==> src/rtl/npn_scan_pkg.sv <==
// Shared types and constants for the NPN truth-table scanner.
package npn_scan_pkg;

    typedef enum logic [1:0] {
        IDLE,
        SCAN,
        FINISH
    } state_e;

    localparam int PERM_W = 2;
    localparam int N_IN   = 4;

    localparam logic [15:0] DEFAULT_TT    = 16'h16E9;
    localparam logic [7:0]  IDENTITY_PERM = 8'b11_10_01_00;

endpackage

==> src/rtl/npn_xform.sv <==
// Combinational NPN input transform: minterm index -> cell inputs,
// plus a bijection check on the permutation selects.
module npn_xform
    import npn_scan_pkg::*;
(
    input  logic [3:0] idx,
    input  logic [7:0] perm,
    input  logic [3:0] neg_mask,
    output logic [3:0] cell_x,
    output logic       perm_valid
);

    logic [N_IN-1:0]   used;
    logic [PERM_W-1:0] sel;

    always_comb begin
        cell_x = '0;
        used   = '0;
        sel    = '0;
        for (int j = 0; j < N_IN; j++) begin
            sel       = perm[PERM_W*j +: PERM_W];
            cell_x[j] = idx[sel] ^ neg_mask[j];
            used[sel] = 1'b1;
        end
        // Four selects cover all four variables only if none repeats.
        perm_valid = &used;
    end

endmodule

==> src/rtl/npn_tt_scanner.sv <==
// Drives a 4-input cell through all minterms under an NPN transform
// and collects its truth table, comparing it to a reference signature.
module npn_tt_scanner
    import npn_scan_pkg::*;
#(
    parameter int unsigned  SETTLE_CYCLES = 1,
    parameter logic [15:0]  EXPECTED_TT   = DEFAULT_TT
) (
    input  logic        clk,
    input  logic        rst_n,
    input  logic        start,
    input  logic [3:0]  neg_mask,
    input  logic [7:0]  perm,
    input  logic        out_neg,
    output logic [3:0]  cell_x,
    input  logic        cell_y,
    output logic        busy,
    output logic        done,
    output logic [15:0] tt,
    output logic        match,
    output logic        perm_err
);

    localparam logic [3:0] SETTLE_LAST = 4'(SETTLE_CYCLES - 1);

    state_e      state_q, state_d;
    logic [3:0]  idx_q, idx_d;
    logic [3:0]  cnt_q, cnt_d;
    logic [3:0]  neg_q, neg_d;
    logic [7:0]  perm_q, perm_d;
    logic        oneg_q, oneg_d;
    logic [3:0]  cell_x_q, cell_x_d;
    logic        busy_q, busy_d;
    logic        done_q, done_d;
    logic [15:0] tt_q, tt_d;
    logic        match_q, match_d;
    logic        perm_err_q, perm_err_d;

    logic [3:0]  xf_idx;
    logic [7:0]  xf_perm;
    logic [3:0]  xf_neg;
    logic [3:0]  xf_x;
    logic        xf_valid;

    // In IDLE the transform sees the live inputs so pattern(0) and the
    // validity check are available at the accepting edge.
    always_comb begin
        if (state_q == IDLE) begin
            xf_idx  = 4'd0;
            xf_perm = perm;
            xf_neg  = neg_mask;
        end else begin
            xf_idx  = idx_q + 4'd1;
            xf_perm = perm_q;
            xf_neg  = neg_q;
        end
    end

    npn_xform u_xform (
        .idx        (xf_idx),
        .perm       (xf_perm),
        .neg_mask   (xf_neg),
        .cell_x     (xf_x),
        .perm_valid (xf_valid)
    );

    always_comb begin
        state_d    = state_q;
        idx_d      = idx_q;
        cnt_d      = cnt_q;
        neg_d      = neg_q;
        perm_d     = perm_q;
        oneg_d     = oneg_q;
        cell_x_d   = cell_x_q;
        busy_d     = busy_q;
        done_d     = 1'b0;
        tt_d       = tt_q;
        match_d    = match_q;
        perm_err_d = perm_err_q;

        unique case (state_q)
            IDLE: begin
                if (start) begin
                    neg_d      = neg_mask;
                    perm_d     = perm;
                    oneg_d     = out_neg;
                    tt_d       = '0;
                    match_d    = 1'b0;
                    perm_err_d = 1'b0;
                    busy_d     = 1'b1;
                    idx_d      = 4'd0;
                    cnt_d      = 4'd0;
                    if (xf_valid) begin
                        cell_x_d = xf_x;
                        state_d  = SCAN;
                    end else begin
                        perm_err_d = 1'b1;
                        state_d    = FINISH;
                    end
                end
            end
            SCAN: begin
                if (cnt_q == SETTLE_LAST) begin
                    tt_d[idx_q] = cell_y ^ oneg_q;
                    cnt_d       = 4'd0;
                    if (idx_q != 4'd15) begin
                        idx_d    = idx_q + 4'd1;
                        cell_x_d = xf_x;
                    end else begin
                        cell_x_d = '0;
                        state_d  = FINISH;
                    end
                end else begin
                    cnt_d = cnt_q + 4'd1;
                end
            end
            FINISH: begin
                busy_d  = 1'b0;
                done_d  = 1'b1;
                match_d = (tt_q == EXPECTED_TT) && !perm_err_q;
                state_d = IDLE;
            end
            default: begin
                state_d = IDLE;
            end
        endcase
    end

    always_ff @(posedge clk) begin
        if (!rst_n) begin
            state_q    <= IDLE;
            idx_q      <= '0;
            cnt_q      <= '0;
            neg_q      <= '0;
            perm_q     <= '0;
            oneg_q     <= 1'b0;
            cell_x_q   <= '0;
            busy_q     <= 1'b0;
            done_q     <= 1'b0;
            tt_q       <= '0;
            match_q    <= 1'b0;
            perm_err_q <= 1'b0;
        end else begin
            state_q    <= state_d;
            idx_q      <= idx_d;
            cnt_q      <= cnt_d;
            neg_q      <= neg_d;
            perm_q     <= perm_d;
            oneg_q     <= oneg_d;
            cell_x_q   <= cell_x_d;
            busy_q     <= busy_d;
            done_q     <= done_d;
            tt_q       <= tt_d;
            match_q    <= match_d;
            perm_err_q <= perm_err_d;
        end
    end

    assign cell_x   = cell_x_q;
    assign busy     = busy_q;
    assign done     = done_q;
    assign tt       = tt_q;
    assign match    = match_q;
    assign perm_err = perm_err_q;

endmodule

==> config.mk <==
export PLATFORM = sky130hd
export DESIGN_NAME = npn_tt_scanner
export DESIGN_NICKNAME = d
export VERILOG_FILES = /design/src/rtl/npn_scan_pkg.sv /design/src/rtl/npn_xform.sv /design/src/rtl/npn_tt_scanner.sv
export SDC_FILE = /design/constraint.sdc
export NUM_CORES = 1
export LEC_CHECK = 0
export ABC_AREA = 1
export BUFFER_PORTS_ARGS = -buffer_cell sky130_fd_sc_hd__clkbuf_2
export CORE_MARGIN = 10
export CORE_UTILIZATION = 62
export CTS_BUF_LIST = sky130_fd_sc_hd__clkbuf_4 sky130_fd_sc_hd__clkbuf_8 sky130_fd_sc_hd__clkbuf_16
export DETAILED_ROUTE_END_ITERATION = 10
export HOLD_SLACK_MARGIN = 0.06
export MAX_ROUTING_LAYER = met4
export PLACE_DENSITY = 0.95
export SLEW_MARGIN = 10
export SYNTH_ARGS = -nofsm -noshare
export SYNTH_HDL_FRONTEND = slang
export SYNTH_HIERARCHICAL = 1
export SYNTH_SLANG_ARGS = --single-unit
==> constraint.sdc <==
create_clock -name clk -period 4.9 [get_ports clk]
set_input_delay 0.98 -clock clk [delete_from_list [all_inputs] [get_ports clk]]
set_output_delay 0.98 -clock clk [all_outputs]
set_load 0.02 [all_outputs]
### Word-level counts from Yosys, hierarchy flattened

Index checks and enable logic that the tools add are counted.

| storage, ports and cells | value |
|---|---|
| output and inout bits | 24 |
| logic and storage cells | 107 |
| register bits | 47 |
| bits of input ports | 17 |

| operators by class | value |
|---|---|
| bitwise logic cells | 8 |
| magnitude comparators | 10 |
| add/sub/neg operators | 2 |
| equal/unequal tests | 9 |
| muxes and demuxes | 47 |
| reductions and logical operators | 19 |

Operators with widths:

| operator | number |
|---|---|
| 4-bit 2-to-1 mux | 10 |
| 16-bit 2-to-1 mux | 2 |
| 16-bit one-hot mux with 2 select lines | 1 |
| 4-bit one-hot mux with 2 select lines | 3 |
| 16-bit bitwise mux | 1 |
| 16-bit by 13-bit equality test with 1-bit output, second input constant | 1 |
| 1-bit 2-to-1 mux | 13 |
| 2-bit by 3-bit < comparator with 1-bit output, second input constant | 4 |
| 4-bit OR | 3 |
| 4-bit AND reduction | 3 |
| 4-bit by 1-bit adder with 4-bit output, second input constant | 2 |
| 1-bit binary-select mux with 2-bit select | 4 |
| 1-bit demux with 2-bit select | 4 |
| 2-bit by 1-bit greater-or-equal comparator with 1-bit output, second input constant | 4 |
| 2-bit 2-to-1 mux | 4 |
| 8-bit 2-to-1 mux | 1 |
| 2-bit inequality test, second input constant | 4 |
| 1-bit logical AND | 6 |
| 2-bit AND reduction | 3 |
| 3-bit AND reduction | 2 |
| 4-bit by 5-bit < comparator with 1-bit output, second input constant | 1 |
| 1-bit XOR | 5 |
| 1-bit demux with 4-bit select | 1 |
| 4-bit by 1-bit greater-or-equal comparator with 1-bit output, second input constant | 1 |
| other kinds (10) | 12 |

### Longest topological paths before layout

Gate-level depths: netlist (run 1).

| logic depth | value |
|---|---|
| depth in word-level cells | 13 |
| mapped depth | 18 |
| gate-level depth less buffers | 15 |

### Modules after synthesis

The synthesis (run 1) kept the hierarchy.

By module, submodules not included:

| module | area an instance (sq um) | cells each | sequential area each (sq um) | times used |
|---|---|---|---|---|
| npn_tt_scanner | 2,514.9 | 375 | 940.9 | 1 |
| npn_xform | 379.1 | 93 | 0.0 | 1 |

### Worst setup path after synthesis (run 1)

No wires, ideal clock.

| timing path | value |
|---|---|
| path kind | reg2reg |
| from | register state_q[1] |
| to | register cell_x_q[0], in the netlist cell_x[0] |
| library setup time | 0.132 ns |
| required time | 4.768 ns |
| period minus slack after synthesis | 2.281 ns |
| setup slack | 2.619 ns |
| arrival time | 2.148 ns |
| path buffers | 2 |
| cell stages (with the launch flop) | 16 |
| path through | dfxtp_1 nor2_4 buf_2 buf_2 o21ai_0 nand2_1 nand2_1 inv_1 nand2_1 nand2_1 nor2_2 inv_1 a21oi_1 nand3_1 nand2_1 a21oi_1 |

| on the way | value |
|---|---|
| longest elaborated chain between the ends | 12 |
| elaborated cells on any way between the ends | 42 |
| classes of those cells | 8 x order compare; 4 x eq/ne; 18 x mux; 4 x bitwise; 8 x reduce/logical |

RTL lines:

| element | RTL line | source |
|---|---|---|
| start, declared | npn_tt_scanner.sv:26 | `state_e state_q, state_d;` |
| start signal, assigned | npn_tt_scanner.sv:144 | `state_q <= state_d;` |
| 2-bit zero test (*) | npn_tt_scanner.sv:48 | `if (state_q == IDLE) begin` |
| 8-bit 2-to-1 mux (*) | npn_tt_scanner.sv:48 |  |
| net xf_perm[0] | npn_tt_scanner.sv:40 | `logic [7:0] xf_perm;` |
| 2-bit by 3-bit < comparator with 1-bit output (implied by the code) / 2-bit by 1-bit greater-or-equal comparator with 1-bit output (equally long branches) | npn_xform.sv:23 | `used[sel] = 1'b1;` |
| 1-bit logical AND (implied by the code) | npn_xform.sv:23 |  |
| 1-bit 2-to-1 mux (implied by the code) | npn_xform.sv:23 |  |
| 1-bit demux with 2-bit select (*) | n/a |  |
| 4-bit OR (no line) (*) (3 in series) | n/a |  |
| 4-bit AND reduction (*) | npn_xform.sv:26 | `perm_valid = &used;` |
| net xf_valid | npn_tt_scanner.sv:43 | `logic xf_valid;` |
| 2-bit by 1-bit inequality test with 1-bit output (no line) (*) | n/a |  |
| 4-bit AND reduction (no line) (*) | n/a |  |
| end signal, assigned | npn_tt_scanner.sv:150 | `cell_x_q <= cell_x_d;` |
| end, declared | npn_tt_scanner.sv:32 | `logic [3:0] cell_x_q, cell_x_d;` |

The timed path passes the listed nets; every way through them passes the cells marked *. The select of a mux whose other input is x is not followed.
A chain may end at the register's enable or synchronous reset.

### Worst setup path after layout (run 1)

| timing path | value |
|---|---|
| from | register state_q[0] |
| to | register cell_x_q[3], in the netlist cell_x[3] |

| on the way | value |
|---|---|
| elaborated cells on any way between the ends | 42 |
| classes of those cells | 8 x order compare; 4 x eq/ne; 18 x mux; 4 x bitwise; 8 x reduce/logical |

RTL lines:

| element | RTL line |
|---|---|
| 2-bit zero test (*) | npn_tt_scanner.sv:48 |
| 8-bit 2-to-1 mux (*) | npn_tt_scanner.sv:48 |
| net xf_perm[6] | npn_tt_scanner.sv:40 |
| 2-bit by 3-bit < comparator with 1-bit output (implied by the code) / 2-bit by 1-bit greater-or-equal comparator with 1-bit output (equally long branches) | npn_xform.sv:23 |
| 1-bit logical AND (implied by the code) | npn_xform.sv:23 |
| 1-bit 2-to-1 mux (implied by the code) | npn_xform.sv:23 |
| 1-bit demux with 2-bit select (*) | n/a |
| 4-bit OR (no line) (*) | n/a |
| 4-bit AND reduction (*) | npn_xform.sv:26 |
| net xf_valid | npn_tt_scanner.sv:43 |
| 2-bit by 1-bit inequality test with 1-bit output (no line) (*) | n/a |
| 4-bit AND reduction (no line) (*) | n/a |

Marked as above.

==> run_results.csv, run 1 <==
group,metric,value,unit
pwr,leakage,0.00154,uW
pwr,ir_drop,329,uV
clock_tree,cts_tree,"yes",
floorplan,coreArea,4440,um2
clock_tree,htree_levels,2,
global_routing,overflow,0,
global_routing,grt_use_met1,21.8,%
worst_setup_path,slowest_stage,"dfxtp_1",
worst_setup_path,cp.required,5.07,ns
worst_setup_path,critPathBufInv,2,
global_routing,grt_max_degree,32,
pwr,p_total,1490,uW
min_path,holdPathStages,2,
yosys,synth_top_area_cell,"dfxtp_1",
yosys,async_reset_ff_share,0,%
placement,preCtsSetupSlack,2.17,ns
global_routing,use_met3,4.41,%
cells_and_area,fin_cells,549,
floorplan,num_rows,24,
global_routing,grt_util_met2,33.1,%
yosys,yosysSeqAreaShare,32.5,%
clock_tree,clk_pin_slew,0.10,ns
timing,tns,0,ns
clock_tree,ctsHoldBuffers,0,
global_routing,grt_pass1_wl,12.1,mm
yosys,yosysUniqueCellTypes,27,
yosys,yosysTopAreaCellShare,32.5,%
timing,rsz0062_at_grt,"false",
timing,finalSetupViolations,0,
route,wl_per_cell,12.7,um
min_path,hold_end,"perm_q[5]",
cells_and_area,final_cell_mix,"131 x nand2_1, 63 x inv_1, 58 x nand3_1",
floorplan,io_pins,41,
clock_tree,cts_buffer_depth,2,
flow_run,max_cap_violations,0,
worst_setup_path,r2r_end,"cell_x[3]",
timing,drv_slew,0,
worst_setup_path,arrival,3.12,ns
worst_setup_path,cp_common_cell,"nand2_1",
timing,slew-limit-headroom,40.8,%
min_path,hp-class,"reg -> reg",
placement,dp_cells,541,
timing,fin_crit,2.95,ns
placement,routabilityCongestion,0.915,
global_routing,grt.busiest_layer,"met2",
global_routing,grt_antenna_before_repair,0,
placement,place_area,3050,um2
yosys,synthTopCellsByArea,"dfxtp_1 33%, nand2_1 17%, nand3_1 10%, inv_1 8.2%, a21oi_1 7.4%",
clock_tree,cts.sink_count,47,
clock_tree,cts_setup_buffers,0,
pwr,p_per_area,473,nW/um2
timing,setup_ws,1.95,ns
cells_and_area,layout_commonest_cell,"nand2_1",
yosys,yosys_warnings,6,
worst_setup_path,rr_startpoint,"state_q[0]",
placement,hpwl,5.16,mm
yosys,postSynthNetCount,491,
min_path,hold_start,"perm_q[5]",
yosys,ys_seq_elements,47,
worst_setup_path,critPathTopFamily,"simple AND/OR/NAND/NOR gates",
timing,max_freq,339,MHz
route,drt_iter0_drc,142,
route,drcViolationCount,0,
cells_and_area,antenna_cells,0,
timing,skew,0.0101,ns
cells_and_area,areaGrowthSynthToFinish,8.65,%
worst_setup_path,worstSetupStartpointType,"register",
worst_setup_path,reg2reg_depth,13,
global_routing,grt_use_total,19.4,%
clock_tree,clock_latency,0.32,ns
worst_setup_path,crit_type,"reg -> reg",
floorplan,die_y,88.3,um
yosys,netlist_area,2890,um2
route,avgViaCountPerCell,5.40,
timing,min_period_over_period,60.2,%
clock_tree,root_buffer,"clkbuf_8",
cells_and_area,drive_above_1_share,15.3,%
yosys,synth_top_flop_cell,"dfxtp_1",
worst_setup_path,r2r_setup_slack,1.95,ns
worst_setup_path,path_cells,"nor2_4, o21ai_0, nand2_1, nand2_1, inv_1, nand2_1, nand2_1, nor2_2, inv_1, a21oi_1, nand3_1, nand2_1, a21oi_1",
worst_setup_path,worstSetupEndpointType,"register",
yosys,postSynthAreaPerCell,6.18,um2
floorplan,die-area,7800,um2
cells_and_area,design_area,3140,um2
yosys,synthCells,468,
floorplan,initial_core_util,65.1,%
clock_tree,numCtsBuffers,5,
run_status,outcome,"complete, no violations",
route,detailroute.via_count,2963,
cells_and_area,layout.nets,519,
timing,hold_viol_final,0,
timing,tightest_slew,0.888,ns
route,routed_wl,6.99,mm
worst_setup_path,cp_max_fo,31,
route,ant_nets,0,
floorplan,die_w,88.3,um
worst_setup_path,max_stage_delay,0.80,ns
yosys,synth_edf_count,0,
placement,port-buffer-count,40,
global_routing,grt_pass1_vias,2859,
cells_and_area,fillers,397,
clock_tree,post_cts_resized,0,
route,drtPass1Iterations,5,
-- Yosys cell counts, types with 5 or more instances --
library cell	count
inv_1	63
nor3_1	6
nand3_1	58
buf_2	9
inv_2	5
dfxtp_1	47
nand2_1	131
ha_1	6
clkbuf_1	5
nor2_1	31
o21ai_0	29
nand2_2	12
a21oi_1	43
-- registers in the layout, indices dropped and copies added, names as in the netlist, 2 cells and up --
register / count
neg_q: 4
perm_q: 8
idx_q: 4
tt: 16
state_q: 2
cell_x: 4
cnt_q: 4
-- layout make-up --
cell class              count  area (um2)  share of cell area, %
multi-input cells         333        1580                   50.3
flip-flops and latches     47         941                   29.9
inverters                  69         262                   8.32
repair buffers             40         200                   6.37
clock buffers               5        68.8                   2.19
well taps                  52        65.1                   2.07
clock inverters             3        25.0                  0.796
-- per-layer routing --
metal / up-vias / routed length [um]
li1: 1527 / -
met1: 1314 / 3110
met2: 110 / 3340
met3: 12 / 440
met4: 0 / 98
met5: - / 0
-- worst reg2reg max path, cell delays in order (launching register included) --
cell	delay, ns
dfxtp_1	0.80
nor2_4	0.28
o21ai_0	0.65
nand2_1	0.17
nand2_1	0.10
inv_1	0.04
nand2_1	0.05
nand2_1	0.05
nor2_2	0.10
inv_1	0.07
a21oi_1	0.15
nand3_1	0.18
nand2_1	0.11
a21oi_1	0.07
-- worst max-delay path by stage --
| stage | startpoint | to | slack (ns) | cells past startpoint |
|---|---|---|---|---|
| after floorplan | state_q[1] | cell_x[0] | 2.62 | 15 |
| after global placement | state_q[0] | cell_x[0] | 2.29 | 13 |
| after detailed placement | state_q[0] | cell_x[3] | 2.17 | 13 |
| after CTS | state_q[0] | cell_x[3] | 2.08 | 13 |
| after global routing | state_q[0] | cell_x[3] | 1.66 | 13 |
| final | state_q[0] | cell_x[3] | 1.95 | 13 |
-- power breakdown --
group	switching [uW]	internal, uW
logic	528	222
registers	53.3	440
clock network	143	102
total	724	765
-- kinds of logic (layout without fill, tap and decap cells) --
| group | after synthesis | after routing | share of synthesized area [%] |
|---|---|---|---|
| flops | 47 | 47 | 32.5 |
| buf+inv | 88 | 117 | 12.8 |
| xor+xnor | 3 | 3 | 0.908 |
| fa+ha+maj | 6 | 6 | 2.59 |
| compound gates | 73 | 73 | 12.7 |
| simple gates | 251 | 251 | 38.5 |
-- stage by stage --
| stage | util [%] | hold WS, ns |
|---|---|---|
| after CTS | 70.7 | 0.454 |
| after detailed placement | 68.6 | 0.440 |
| after floorplan | - | 0.425 |
| after global placement | 68.6 | 0.437 |
| final | 70.7 | 0.453 |
| after global routing | 70.7 | 0.475 |
(Power assumes the default switching activity.)
==> inputs of run 2 (changes only) <==
- CORE_UTILIZATION: 62 -> 52
- PLACE_DENSITY: 0.95 -> 0.87
- clock period: 4.9 -> 2.7 ns (I/O delays scaled with it)
==> run 2 against run 1 <==
Against the previous run: highest routed layer unchanged; clock skew decreased by 0.0031 ns; largest cell class unchanged; via count decreased by 2.8%; worst setup slack got worse by 1.7 ns.
==> run_results.csv, run 2 (synthesis gave the netlist of run 1 again) <==
group,metric,value,unit
global_routing,grt_max_degree,30,
timing,finalSetupViolations,0,
route,detailroute.via_count,2881,
cells_and_area,layout.nets,521,
clock_tree,cts.sink_count,47,
worst_setup_path,r2r_setup_slack,0.27,ns
cells_and_area,layout_commonest_cell,"nand2_1",
pwr,switchingPower,1290,uW
timing,tightest_slew,0.880,ns
route,avgViaCountPerCell,5.05,
pwr,leakage,0.00156,uW
clock_tree,cts_buffer_depth,2,
timing,fin_crit,2.43,ns
clock_tree,clock_latency,0.31,ns
clock_tree,htree_levels,2,
timing,drv_slew,0,
pwr,combPwrFrac,51.2,%
global_routing,grt_pass1_wl,11.8,mm
pwr,p_per_area,853,nW/um2
cells_and_area,areaGrowthSynthToFinish,10.2,%
route,drcViolationCount,0,
pwr,swShare,47.5,%
clock_tree,cts_tree,"yes",
cells_and_area,fin_util,58.6,%
flow_run,max_cap_violations,0,
cells_and_area,fin_cells,571,
route,routed_wl,6.71,mm
global_routing,grt_use_total,16.1,%
floorplan,die_w,94.6,um
clock_tree,clk_pin_slew,0.09,ns
clock_tree,cts_setup_buffers,0,
min_path,hp-class,"reg -> reg",
global_routing,overflow,0,
timing,tns,0,ns
worst_setup_path,arrival,2.59,ns
placement,hpwl,5.06,mm
pwr,p_int,1430,uW
cells_and_area,antenna_cells,0,
timing,rsz0062_at_grt,"false",
pwr,p_clk_share,17.0,%
cells_and_area,fillers,537,
route,ant_nets,0,
floorplan,initial_core_util,53.2,%
worst_setup_path,worstSetupEndpointType,"register",
timing,slew-limit-headroom,41.3,%
worst_setup_path,cp.required,2.86,ns
clock_tree,ctsHoldBuffers,0,
pwr,ir_drop,522,uV
placement,dp_cells,563,
clock_tree,root_buffer,"clkbuf_8",
worst_setup_path,cp_max_fo,22,
clock_tree,numCtsBuffers,5,
cells_and_area,drive_above_1_share,15.6,%
run_status,outcome,"complete, no violations",
worst_setup_path,crit_type,"reg -> reg",
placement,routabilityCongestion,0.891,
global_routing,grt_pass1_vias,2759,
timing,min_period_over_period,90.1,%
timing,skew,0.00702,ns
floorplan,die_y,94.6,um
route,drt_iter0_drc,130,
cells_and_area,final_cell_mix,"131 x nand2_1, 63 x inv_1, 58 x nand3_1",
floorplan,num_rows,27,
cells_and_area,largest_register_ffs,16,
timing,hold_viol_final,0,
timing,max_freq,411,MHz
floorplan,coreArea,5440,um2
worst_setup_path,worstSetupStartpointType,"register",
route,drtPass1Iterations,4,
global_routing,grt_antenna_before_repair,0,
pwr,seqPwrFrac,31.8,%
placement,port-buffer-count,40,
floorplan,die-area,8950,um2
route,wl_per_cell,11.7,um
floorplan,io_pins,41,
clock_tree,post_cts_resized,0,
## run 2: changes by cell type in the layout (fill, tap and decap cells not counted)
| cell | before | now |
|---|---|---|
| o21ai_1 | 0 | 1 |
| clkbuf_8 | 5 | 6 |
| clkinv_4 | 2 | 1 |
| o21ai_0 | 29 | 28 |
| buf_4 | 0 | 2 |
## run 2: power groups by stage
| stage | combinational, uW | clock [uW] | sequential [uW] |
|---|---|---|---|
| 6_report | 1390 | 464 | 865 |
| 3_5_place_dp | 1380 | 0 | 881 |
| 4_1_cts | 1390 | 470 | 865 |
| 2_1_floorplan | 1110 | 0 | 909 |
| 3_3_place_gp | 1350 | 0 | 877 |
| 5_1_grt | 1600 | 499 | 875 |
## run 2: path summary, 6_finish.rpt
| kind | from | endpoint | depth (start not counted) |
|---|---|---|---|
| max reg2reg | state_q[1] | cell_x[1] | 13 |
| min reg2reg | perm_q[4] | perm_q[4] | 2 |
| max | state_q[1] | cell_x[1] | 13 |
| min | perm_q[4] | perm_q[4] | 2 |
## run 2: cell type report
class | count | area [um2] | share of cell area, %
clock buffer | 6 | 82.6 | 2.59
timing repair buffer | 42 | 215 | 6.75
inverter | 69 | 262 | 8.20
multi-input combinational | 333 | 1580 | 49.6
clock inverter | 2 | 16.3 | 0.510
sequential | 47 | 941 | 29.5
tap | 72 | 90.1 | 2.82
## run 2: worst max-delay path, cell delays in order, from the launching register on
cell and delay, ns:
dfxtp_1 0.57, nor2_4 0.16, o21ai_0 0.57, nand2_1 0.13, nand2_1 0.09, inv_1 0.04
nand2_1 0.05, nand2_1 0.05, nor2_2 0.09, inv_1 0.07, a21oi_1 0.14, nand3_1 0.15
nand2_1 0.10, a21oi_1 0.06
## run 2: metrics by stage
step / worst slack (ns) / area (um2) / total power, uW / hold WS, ns
final: 0.268 / 3190 / 2720 / 0.449
after global placement: 0.393 / 3090 / 2220 / 0.437
after global routing: 0.0269 / 3190 / 2970 / 0.465
after detailed placement: 0.275 / 3090 / 2260 / 0.439
after floorplan: 0.419 / 2890 / 2020 / 0.425
after CTS: 0.273 / 3190 / 2720 / 0.453
## run 2: layer usage
| metal | track usage [%] | wire, um |
|---|---|---|
| met1 | 19.3 | 3120 |
| met2 | 26.1 | 3080 |
| met3 | 3.97 | 427 |
| met4 | 4.74 | 76 |
| met5 | - | 0 |
==> inputs of run 3 (changes only) <==
- BUFFER_PORTS_ARGS: -buffer_cell sky130_fd_sc_hd__clkbuf_2 -> default
- CORE_UTILIZATION: 52 -> 57
- DONT_BUFFER_PORTS: default -> 1
- PLACE_DENSITY: 0.87 -> 0.86
==> run 3 against run 2 <==
Against the previous run: die area decreased by 6.9%; largest power group unchanged; largest cell class unchanged; final cell count decreased by 7.7%; highest routed layer unchanged; total power is 2.0% lower; register-to-register slack is essentially flat; critical path depth unchanged; clock skew rose by 0.0045 ns; flip-flop and latch count unchanged; clock power shrank 2%; critical endpoint is now cell_x[0]; hold slack worse by 0.097 ns; maximum frequency grew 0.57%.
==> run_results.csv, run 3 (synthesis gave the netlist of run 1 again) <==
group,metric,value,unit
global_routing,grt_antenna_before_repair,0,
worst_setup_path,cp_common_cell,"nand2_1",
cells_and_area,layout_commonest_cell,"nand2_1",
global_routing,grt_pass1_vias,2545,
worst_setup_path,slowest_stage,"o21ai_0",
timing,skew,0.0115,ns
cells_and_area,largest_register_ffs,16,
route,drt_iter0_drc,117,
cells_and_area,fin_util,62.1,%
clock_tree,cts.sink_count,47,
clock_tree,htree_levels,2,
route,ant_nets,0,
run_status,outcome,"complete, no violations",
placement,port-buffer-count,0,
timing,fin_crit,2.42,ns
global_routing,grt_use_total,16.6,%
pwr,p_per_area,892,nW/um2
clock_tree,cts_tree,"yes",
global_routing,overflow,0,
worst_setup_path,worstSetupEndpointType,"register",
flow_run,max_cap_violations,0,
clock_tree,numCtsBuffers,5,
timing,hold_viol_final,0,
worst_setup_path,path_cells,"nor2_4, o21ai_0, nand2_1, nand2_1, inv_1, nand2_1, nand2_1, nor2_2, inv_1, a21oi_1, nand3_1, nand2_1, a21oi_1",
cells_and_area,design_area,2990,um2
worst_setup_path,critPathTopFamily,"simple AND/OR/NAND/NOR gates",
clock_tree,clk_pin_slew,0.09,ns
global_routing,grt_max_degree,30,
cells_and_area,drive_above_1_share,8.48,%
route,avgViaCountPerCell,5.25,
floorplan,coreArea,4820,um2
cells_and_area,final_cell_mix,"131 x nand2_1, 63 x inv_1, 58 x nand3_1",
clock_tree,cts_buffer_depth,2,
worst_setup_path,crit_type,"reg -> reg",
floorplan,num_rows,25,
timing,tns,0,ns
pwr,leakage,0.00138,uW
cells_and_area,antenna_cells,0,
worst_setup_path,worstSetupStartpointType,"register",
floorplan,io_pins,41,
timing,slew-limit-headroom,42.4,%
route,wl_per_cell,12.8,um
clock_tree,post_cts_resized,0,
floorplan,die_w,91.3,um
route,routed_wl,6.77,mm
route,drcViolationCount,0,
clock_tree,ctsHoldBuffers,0,
timing,max_freq,413,MHz
timing,min_period_over_period,89.6,%
clock_tree,cts_setup_buffers,0,
placement,hpwl,5.06,mm
worst_setup_path,cp.required,2.86,ns
placement,place_area,2890,um2
pwr,ir_drop,514,uV
timing,drv_slew,0,
placement,routabilityCongestion,0.956,
worst_setup_path,critPathBufInv,2,
clock_tree,root_buffer,"clkbuf_8",
worst_setup_path,max_stage_delay,0.57,ns
cells_and_area,areaGrowthSynthToFinish,3.33,%
route,drtPass1Iterations,4,
worst_setup_path,cp_max_fo,26,
floorplan,initial_core_util,60.1,%
timing,finalSetupViolations,0,
global_routing,grt_pass1_wl,11.6,mm
clock_tree,clock_latency,0.30,ns
cells_and_area,layout.nets,482,
floorplan,die_y,91.3,um
min_path,hp-class,"in -> reg",
route,detailroute.via_count,2767,
timing,rsz0062_at_grt,"false",
worst_setup_path,arrival,2.58,ns
floorplan,die-area,8330,um2
timing,tightest_slew,0.863,ns
run 3: power breakdown:
part	total [uW]	switching (uW)	internal, uW
Clock	455	246	209
Sequential	924	125	800
Combinational	1290	893	396
run 3: per-layer routing:
layer | GRT usage (%) | wire, um
met5 | - | 0
met4 | 4.05 | 52
met3 | 5.43 | 575
met2 | 27.4 | 3220
met1 | 19.0 | 2920
run 3: through the flow:
| stage | setup slack [ns] | std cells | power, uW | hold WS [ns] |
|---|---|---|---|---|
| finish | 0.281 | 527 | 2670 | 0.352 |
| global route | 0.00549 | 527 | 2910 | 0.363 |
| CTS | 0.257 | 527 | 2670 | 0.344 |
| detailed placement | 0.244 | 519 | 2220 | 0.439 |
| global placement | 0.405 | 519 | 2170 | 0.432 |
| floorplan | 0.419 | 468 | 2020 | 0.425 |
run 3: layout make-up:
| class | instances | area (um2) |
|---|---|---|
| Clock inverter | 2 | 16.3 |
| Sequential cell | 47 | 941 |
| Tap cell | 67 | 83.8 |
| Multi-Input combinational cell | 333 | 1580 |
| Inverter | 69 | 262 |
| Fill cell | 485 | 1830 |
| Clock buffer | 6 | 82.6 |
| Timing Repair Buffer | 3 | 22.5 |
run 3: worst paths after layout:
check             startpoint    endpoint  slack, ns  cells past startpoint
setup reg to reg  state_q[1]   cell_x[0]       0.28                     13
hold reg to reg    perm_q[4]   perm_q[4]       0.45                      2
hold / removal         rst_n  state_q[0]       0.35                      2
setup / recovery  state_q[1]   cell_x[0]       0.28                     13
